==> config.mk <==
export PLATFORM = sky130hd
export DESIGN_NAME = parking_slot_arbiter_flat
export DESIGN_NICKNAME = d
export VERILOG_FILES = /design/src/rtl/parking_slot_arbiter_if.sv /design/src/rtl/parking_slot_arbiter.sv /design/src/flat_wrapper.sv
export SDC_FILE = /design/constraint.sdc
export NUM_CORES = 1
export LEC_CHECK = 0
export ABC_AREA = 1
export CORE_MARGIN = 10
export CORE_UTILIZATION = 45
export CTS_CLUSTER_DIAMETER = 50
export DETAILED_ROUTE_END_ITERATION = 16
export PLACE_DENSITY = 0.71
export SLEW_MARGIN = 20
export SYNTH_ARGS = -nofsm -noshare
export SYNTH_HDL_FRONTEND = slang
export SYNTH_SLANG_ARGS = --single-unit
==> constraint.sdc <==
create_clock -name clock -period 3.3 [get_ports clock]
set_clock_uncertainty 0.15 [all_clocks]
set_input_delay 0.66 -clock clock [delete_from_list [all_inputs] [get_ports clock]]
set_output_delay 0.66 -clock clock [all_outputs]
set_load 0.02 [all_outputs]
==> src/rtl/parking_slot_arbiter_if.sv <==
`default_nettype none
// ============================================================================
//  Module      : parking_slot_arbiter_if
//  Description : Request/release/grant bundle between the entry gates and the
//                parking slot arbiter. The master side issues entry requests
//                and slot releases. The slave side (the arbiter) returns the
//                grant, the assigned slot, the gate enables and the occupancy.
//  Revision    : 1.0 - initial release
// ============================================================================
interface parking_slot_arbiter_if;

    logic [1:0] req;            // level entry requests, bit per gate
    logic       release_valid;  // one-cycle strobe: a slot has been vacated
    logic [2:0] release_id;     // slot being vacated
    logic [1:0] grant;          // one-hot, one-cycle grant
    logic [2:0] slot_id;        // slot assigned with the grant
    logic [1:0] gate_open;      // one-hot gate motor enable
    logic [4:0] slot_busy;      // registered occupancy map
    logic [2:0] occupied;       // population count of slot_busy
    logic       full;           // every slot occupied

    modport master (
        output req, release_valid, release_id,
        input  grant, slot_id, gate_open, slot_busy, occupied, full
    );

    modport slave (
        input  req, release_valid, release_id,
        output grant, slot_id, gate_open, slot_busy, occupied, full
    );

endinterface
`default_nettype wire

==> src/rtl/parking_slot_arbiter.sv <==
`default_nettype none
// ============================================================================
//  Module      : parking_slot_arbiter
//  Description : Two-gate, five-slot car park arbiter. In IDLE the arbiter
//                samples the entry requests. When a slot is free, it picks a
//                gate round-robin and assigns the lowest free slot. It then
//                issues a one-cycle grant and holds that gate open for
//                GATE_OPEN_CYCLES cycles. A slot release is accepted in any
//                state.
//  Revision    : 1.0 - initial release
// ============================================================================
module parking_slot_arbiter #(
    parameter int GATE_OPEN_CYCLES = 8
) (
    input  wire logic               clock,
    input  wire logic               reset,
    parking_slot_arbiter_if.slave   bus
);

    localparam int       c_NUM_SLOTS = 5;
    localparam logic [7:0] c_OPEN_LAST = 8'(GATE_OPEN_CYCLES - 1);

    typedef enum logic [1:0] {
        ST_IDLE  = 2'd0,
        ST_GRANT = 2'd1,
        ST_OPEN  = 2'd2
    } state_t;

    state_t     r_state;
    state_t     w_state_next;

    logic [4:0] r_slot_busy;
    logic       r_winner;       // gate granted by the current transaction
    logic       r_prio;         // gate that wins when both gates request
    logic [2:0] r_slot_id;      // slot assigned by the current transaction
    logic [7:0] r_open_cnt;     // open cycles left after the current one

    logic       w_full;
    logic       w_start;
    logic       w_winner;
    logic [2:0] w_free_idx;
    logic [4:0] w_rel_mask;
    logic [4:0] w_alloc_mask;
    logic [4:0] w_busy_next;
    logic [2:0] w_occupied;
    logic [1:0] w_grant;
    logic [2:0] w_slot_id;
    logic [1:0] w_gate_open;

    // Derive the occupancy flags from the registered map only.
    assign w_full = &r_slot_busy;

    // Count the occupied slots.
    always_comb begin
        w_occupied = '0;
        for (int i = 0; i < c_NUM_SLOTS; i++) begin
            w_occupied = w_occupied + {2'b00, r_slot_busy[i]};
        end
    end

    // Find the lowest-index free slot. The scan runs high to low, so the
    // last hit is the lowest index.
    always_comb begin
        w_free_idx = '0;
        for (int i = c_NUM_SLOTS - 1; i >= 0; i--) begin
            if (!r_slot_busy[i]) begin
                w_free_idx = 3'(i);
            end
        end
    end

    // Choose the gate: a lone requester wins; on contention the priority
    // pointer decides.
    always_comb begin
        w_winner = 1'b0;
        case (bus.req)
            2'b01:   w_winner = 1'b0;
            2'b10:   w_winner = 1'b1;
            2'b11:   w_winner = r_prio;
            default: w_winner = 1'b0;
        endcase
    end

    assign w_start = (r_state == ST_IDLE) && (bus.req != 2'b00) && !w_full;

    // Build the next occupancy map. A release only clears a set bit. An
    // allocation is OR-ed in last, so it wins a same-bit collision.
    always_comb begin
        w_rel_mask   = '0;
        w_alloc_mask = '0;
        if (bus.release_valid && (bus.release_id < 3'd5)) begin
            w_rel_mask = 5'b00001 << bus.release_id;
        end
        if (w_start) begin
            w_alloc_mask = 5'b00001 << w_free_idx;
        end
        w_busy_next = (r_slot_busy & ~w_rel_mask) | w_alloc_mask;
    end

    // State register.
    always_ff @(posedge clock or posedge reset) begin
        if (reset) begin
            r_state <= ST_IDLE;
        end else begin
            r_state <= w_state_next;
        end
    end

    // Next-state and gate outputs. Every output stays zero outside
    // GRANT/OPEN.
    always_comb begin
        w_state_next = r_state;
        w_grant      = 2'b00;
        w_slot_id    = 3'd0;
        w_gate_open  = 2'b00;
        case (r_state)
            ST_IDLE: begin
                if (w_start) begin
                    w_state_next = ST_GRANT;
                end
            end
            ST_GRANT: begin
                w_grant      = {r_winner, ~r_winner};
                w_slot_id    = r_slot_id;
                w_state_next = ST_OPEN;
            end
            ST_OPEN: begin
                w_gate_open = {r_winner, ~r_winner};
                if (r_open_cnt == 8'd0) begin
                    w_state_next = ST_IDLE;
                end
            end
            default: begin
                w_state_next = ST_IDLE;
            end
        endcase
    end

    // Occupancy map register.
    always_ff @(posedge clock or posedge reset) begin
        if (reset) begin
            r_slot_busy <= '0;
        end else begin
            r_slot_busy <= w_busy_next;
        end
    end

    // Capture the transaction winner and slot. Hand contention priority to
    // the other gate.
    always_ff @(posedge clock or posedge reset) begin
        if (reset) begin
            r_winner  <= 1'b0;
            r_slot_id <= 3'd0;
            r_prio    <= 1'b0;
        end else if (w_start) begin
            r_winner  <= w_winner;
            r_slot_id <= w_free_idx;
            r_prio    <= ~w_winner;
        end
    end

    // Open-window counter. It is loaded in GRANT, so OPEN lasts exactly
    // GATE_OPEN_CYCLES cycles.
    always_ff @(posedge clock or posedge reset) begin
        if (reset) begin
            r_open_cnt <= 8'd0;
        end else if (r_state == ST_GRANT) begin
            r_open_cnt <= c_OPEN_LAST;
        end else if ((r_state == ST_OPEN) && (r_open_cnt != 8'd0)) begin
            r_open_cnt <= r_open_cnt - 8'd1;
        end
    end

    assign bus.grant     = w_grant;
    assign bus.slot_id   = w_slot_id;
    assign bus.gate_open = w_gate_open;
    assign bus.slot_busy = r_slot_busy;
    assign bus.occupied  = w_occupied;
    assign bus.full      = w_full;

endmodule
`default_nettype wire
==> src/flat_wrapper.sv <==
// flat-port wrapper written by rule: the top's interface ports become plain ports
module parking_slot_arbiter_flat 
#(
    parameter int GATE_OPEN_CYCLES = 8
)
  (clock, reset, bus_req, bus_release_valid, bus_release_id, bus_grant, bus_slot_id, bus_gate_open, bus_slot_busy, bus_occupied, bus_full);
  parking_slot_arbiter_if bus_i ();
  input  wire logic clock;
  input  wire logic reset;
  input wire logic [$bits(bus_i.req)-1:0] bus_req;
  input wire logic [$bits(bus_i.release_valid)-1:0] bus_release_valid;
  input wire logic [$bits(bus_i.release_id)-1:0] bus_release_id;
  output wire logic [$bits(bus_i.grant)-1:0] bus_grant;
  output wire logic [$bits(bus_i.slot_id)-1:0] bus_slot_id;
  output wire logic [$bits(bus_i.gate_open)-1:0] bus_gate_open;
  output wire logic [$bits(bus_i.slot_busy)-1:0] bus_slot_busy;
  output wire logic [$bits(bus_i.occupied)-1:0] bus_occupied;
  output wire logic [$bits(bus_i.full)-1:0] bus_full;
  assign bus_i.req = bus_req;
  assign bus_i.release_valid = bus_release_valid;
  assign bus_i.release_id = bus_release_id;
  assign bus_grant = bus_i.grant;
  assign bus_slot_id = bus_i.slot_id;
  assign bus_gate_open = bus_i.gate_open;
  assign bus_slot_busy = bus_i.slot_busy;
  assign bus_occupied = bus_i.occupied;
  assign bus_full = bus_i.full;
  parking_slot_arbiter #(.GATE_OPEN_CYCLES(GATE_OPEN_CYCLES)) u_core (.clock(clock), .reset(reset), .bus(bus_i));
endmodule
==> results.md <==
* Initial antenna violation count at 0
* WS Path Type: flop to output pin
* Largest net degree at the start of global routing at 21
* PD cells at 1129 nW/um^2
* # clock sinks at 20
* CTS tree: yes
* Avg WL per Cell at 12.56 um
* CP dominant cell by count: inv_1
* Post-Synth XOR/XNOR Area at 0.7261%
* Post-synthesis sequential area ratio at 41.49%
* Startpoint Class: flop
* Reg-to-reg endpoint: u_core.r_open_cnt[2]
* Most common cell after layout, fill and taps aside: nand2_1
* Initial Util at 47.82%
* ANT cells at 0
* Cell variety after synth at 24
* CTS Buffer Depth at 2
* Starting DRT DRC Count at 63
* Cell Int Power at 0.8652 mW
* First-pass GRT wire length at 4636 um
* Routed vias at 1,064
* Status: finished clean
* Synthesis-to-layout area growth at 25.62%
* HP Start: u_core.r_open_cnt[6]
* Non-filler cells, final at 216
* Yosys reg bits at 20
* Post-Route Utilization at 60.07%
* Clock share of power at 8.4%
* Worst Path Max Fanout at 2
* Tot Pwr at 1.711 mW
* Final wirelength at 2714 um
* Peak VDD IR at 0.9399 mV
* Sequential share of power at 25.6%
* Syn nets at 172
* Global route overflow at 0
* Ports at 24
* PortBufs at 23
* Core Area at 2522 sq um
* CP max stage cell: fa_1
* Max Cap Violations at 0
* Final setup violating endpoints at 0
* Clk root buf: clkbuf_4
* Worst hold path type: flop to flop
* Crit-path cells: ha_1 > inv_2 > fa_1 > inv_1 > ha_1 > inv_1 > fa_1 > inv_1 > buf_4
* Post-synthesis compound-gate area fraction at 9.440%
* Slew margin rel. at 48.43%
* Tmin final at 3.202 ns
* Slowest cell delay on critical path at 0.50 ns
* CTS buffer count at 3
* Measured slew at the worst slew-check pin at 0.7728 ns
* Yosys Warn Count at 0
* Mux contribution to synthesized area at 0%
* Average size of a mapped cell at 7.634 sq um
* Hold Slack at 0.3660 ns
* Largest family of logic cells by synthesized area: simple AND/OR/NAND/NOR gates
* ANT nets after route at 0
* Post-Syn Area at 1206 sq um
* Gpl congestion at 0.8437
* Residual DRC at 0
* DR vias/cell at 4.926
* Worst-path clk slew at 0.11 ns
* Required time worst endpoint at 2.49 ns
* Crit path launch: u_core.bus.slot_busy[0]
* DP Area at 1484 sq um
* Achievable Freq at 312.3 MHz
* Num rows at 18
* Layout cells sized above 1 at 11.29%
* R2r worst-path depth at 7
* Vias in the first global route at 1,054
* DP Worst Slack at -0.03176 ns
* Worst r2r src: u_core.r_open_cnt[0]
* Logic pwr share at 66.0%
* Worst-Skew Late Latency at 0.30 ns
* Setup TNS at 0 ns
* Area share of fa/ha/maj cells after synthesis at 7.469%
* Fin crit share at 97.03%
* Worst Hold Path Cells at 2
* Final hold violations at 0
* Switching portion of total power at 49.42%
* Layout Nets at 201
* Die ar. at 5151 sq um
* Register-to-Register Setup Slack at 1.74 ns
* Post-Synth Simple-Gate Area at 30.19%
* Leakage power total at 0.7803 nW
* Placed cells at 212
* Worst Path Buf+Inv at 5
* Die height at 71.77 um
* Slew Limit Fails at 0
* Setup slack after layout at 0.09807 ns
* Delay-heaviest family, CP: adder cells
* Mapped Cells at 158
* CP Capture Type: output pin
* Psw at 0.8455 mW
* Most frequent cells in the layout: nand2_1, inv_1, clkdlybuf4s50_1, dfrtp_1, nor2_1
* DRT Pass-1 Iters at 4
* Setup bufs post-CTS at 0
* Overall routing resource usage at 10.77%
* CTS H-tree lvls at 1
* Final Cell Area at 1515 sq um
* RSZ-0062 raised after global routing: yes
* Hold buffer count at cts at 0
* Critical path arrival at 2.39 ns
* Die width at 71.77 um
* Hpwl dp at 2162 um
* Worst Hold Endpoint: u_core.r_open_cnt[6]
tightest hold or removal path, stage by stage, from the launching register on:
cell	delay (ns)
dfrtp_1	0.38
nand2_1	0.06
nand2_1	0.06
power groups by stage:
stage	clock network, mW	logic (mW)	registers, mW
after detailed placement	0	1.17	0.443
final	0.143	1.13	0.438
after global placement	0	1.14	0.438
after CTS	0.149	1.14	0.438
after floorplan	0	0.723	0.471
after global routing	0.158	1.27	0.456
per-layer routing:
layer | part of all wire, % | global-route usage (%) | vias to the layer above
met5 | 0 | 0 | -
met4 | 1.3 | 4.516 | 0
met3 | 7.3 | 3.168 | 2
met2 | 49 | 17.06 | 26
met1 | 42 | 13.23 | 487
li1 | - | - | 549
cells in the mapped netlist:
master | instances | area [sq um]
nand2_1 | 33 | 123.9
inv_1 | 31 | 116.4
dfrtp_1 | 20 | 500.5
nor2_1 | 18 | 67.56
nand3_1 | 11 | 55.05
o21ai_0 | 10 | 50.05
nand4_1 | 5 | 31.28
ha_1 | 4 | 50.05
nand2_2 | 3 | 18.77
o21ai_1 | 3 | 15.01
a21oi_1 | 2 | 10.01
fa_1 | 2 | 40.04
inv_2 | 2 | 7.510
nor2_2 | 2 | 12.51
nor2_4 | 2 | 22.52
o21bai_1 | 2 | 15.01
a21boi_0 | 1 | 7.510
buf_2 | 1 | 5.000
nor2_8 | 1 | 20.02
o21a_1 | 1 | 7.510
o21ai_2 | 1 | 8.760
or2_1 | 1 | 6.260
or2_2 | 1 | 6.260
xor2_1 | 1 | 8.760
logic make-up (layout without fill, tap and decap cells):
kind of cell	after synthesis	in the layout
AO/OA/AOI/OAI	20	20
XOR/XNOR	1	1
adder cells (fa/ha/maj)	6	6
buffers and inverters	34	62
flip-flops	20	20
AND/OR/NAND/NOR	77	77
sequential cells by signal (all words and copies together) (netlist names):
| signal | flops |
|---|---|
| u_core.r_open_cnt | 8 |
| u_core.r_state | 2 |
| u_core.r_slot_id | 3 |
| u_core.bus.slot_busy | 5 |
| u_core.r_winner | 1 |
| u_core.r_prio | 1 |
area by class of cell:
type                    instances  area, sq um
flip-flops and latches         20        500.5
well taps                      30        37.54
repair buffers                 25        240.2
clock buffers                   4        36.28
fillers                       240         1007
inverters                      33        123.9
multi-input cells             104        576.8
worst max-delay path by stage:
stage | to | slack [ns] | cells after the start
after detailed placement | bus_occupied[1] | -0.03 | 9
after global placement | bus_occupied[1] | 0.0004 | 9
after CTS | bus_occupied[2] | 0.01 | 9
after floorplan | bus_occupied[1] | 0.37 | 8
after global routing | bus_occupied[1] | -0.03 | 9
final | bus_occupied[1] | 0.1 | 9
repair_timing:
action                     4_1_cts  5_1_grt
gates resized for setup          6        4
setup endpoints to repair        2        3
pin swaps                        0        0
Note: power is estimated with default switching activity, not from simulation.
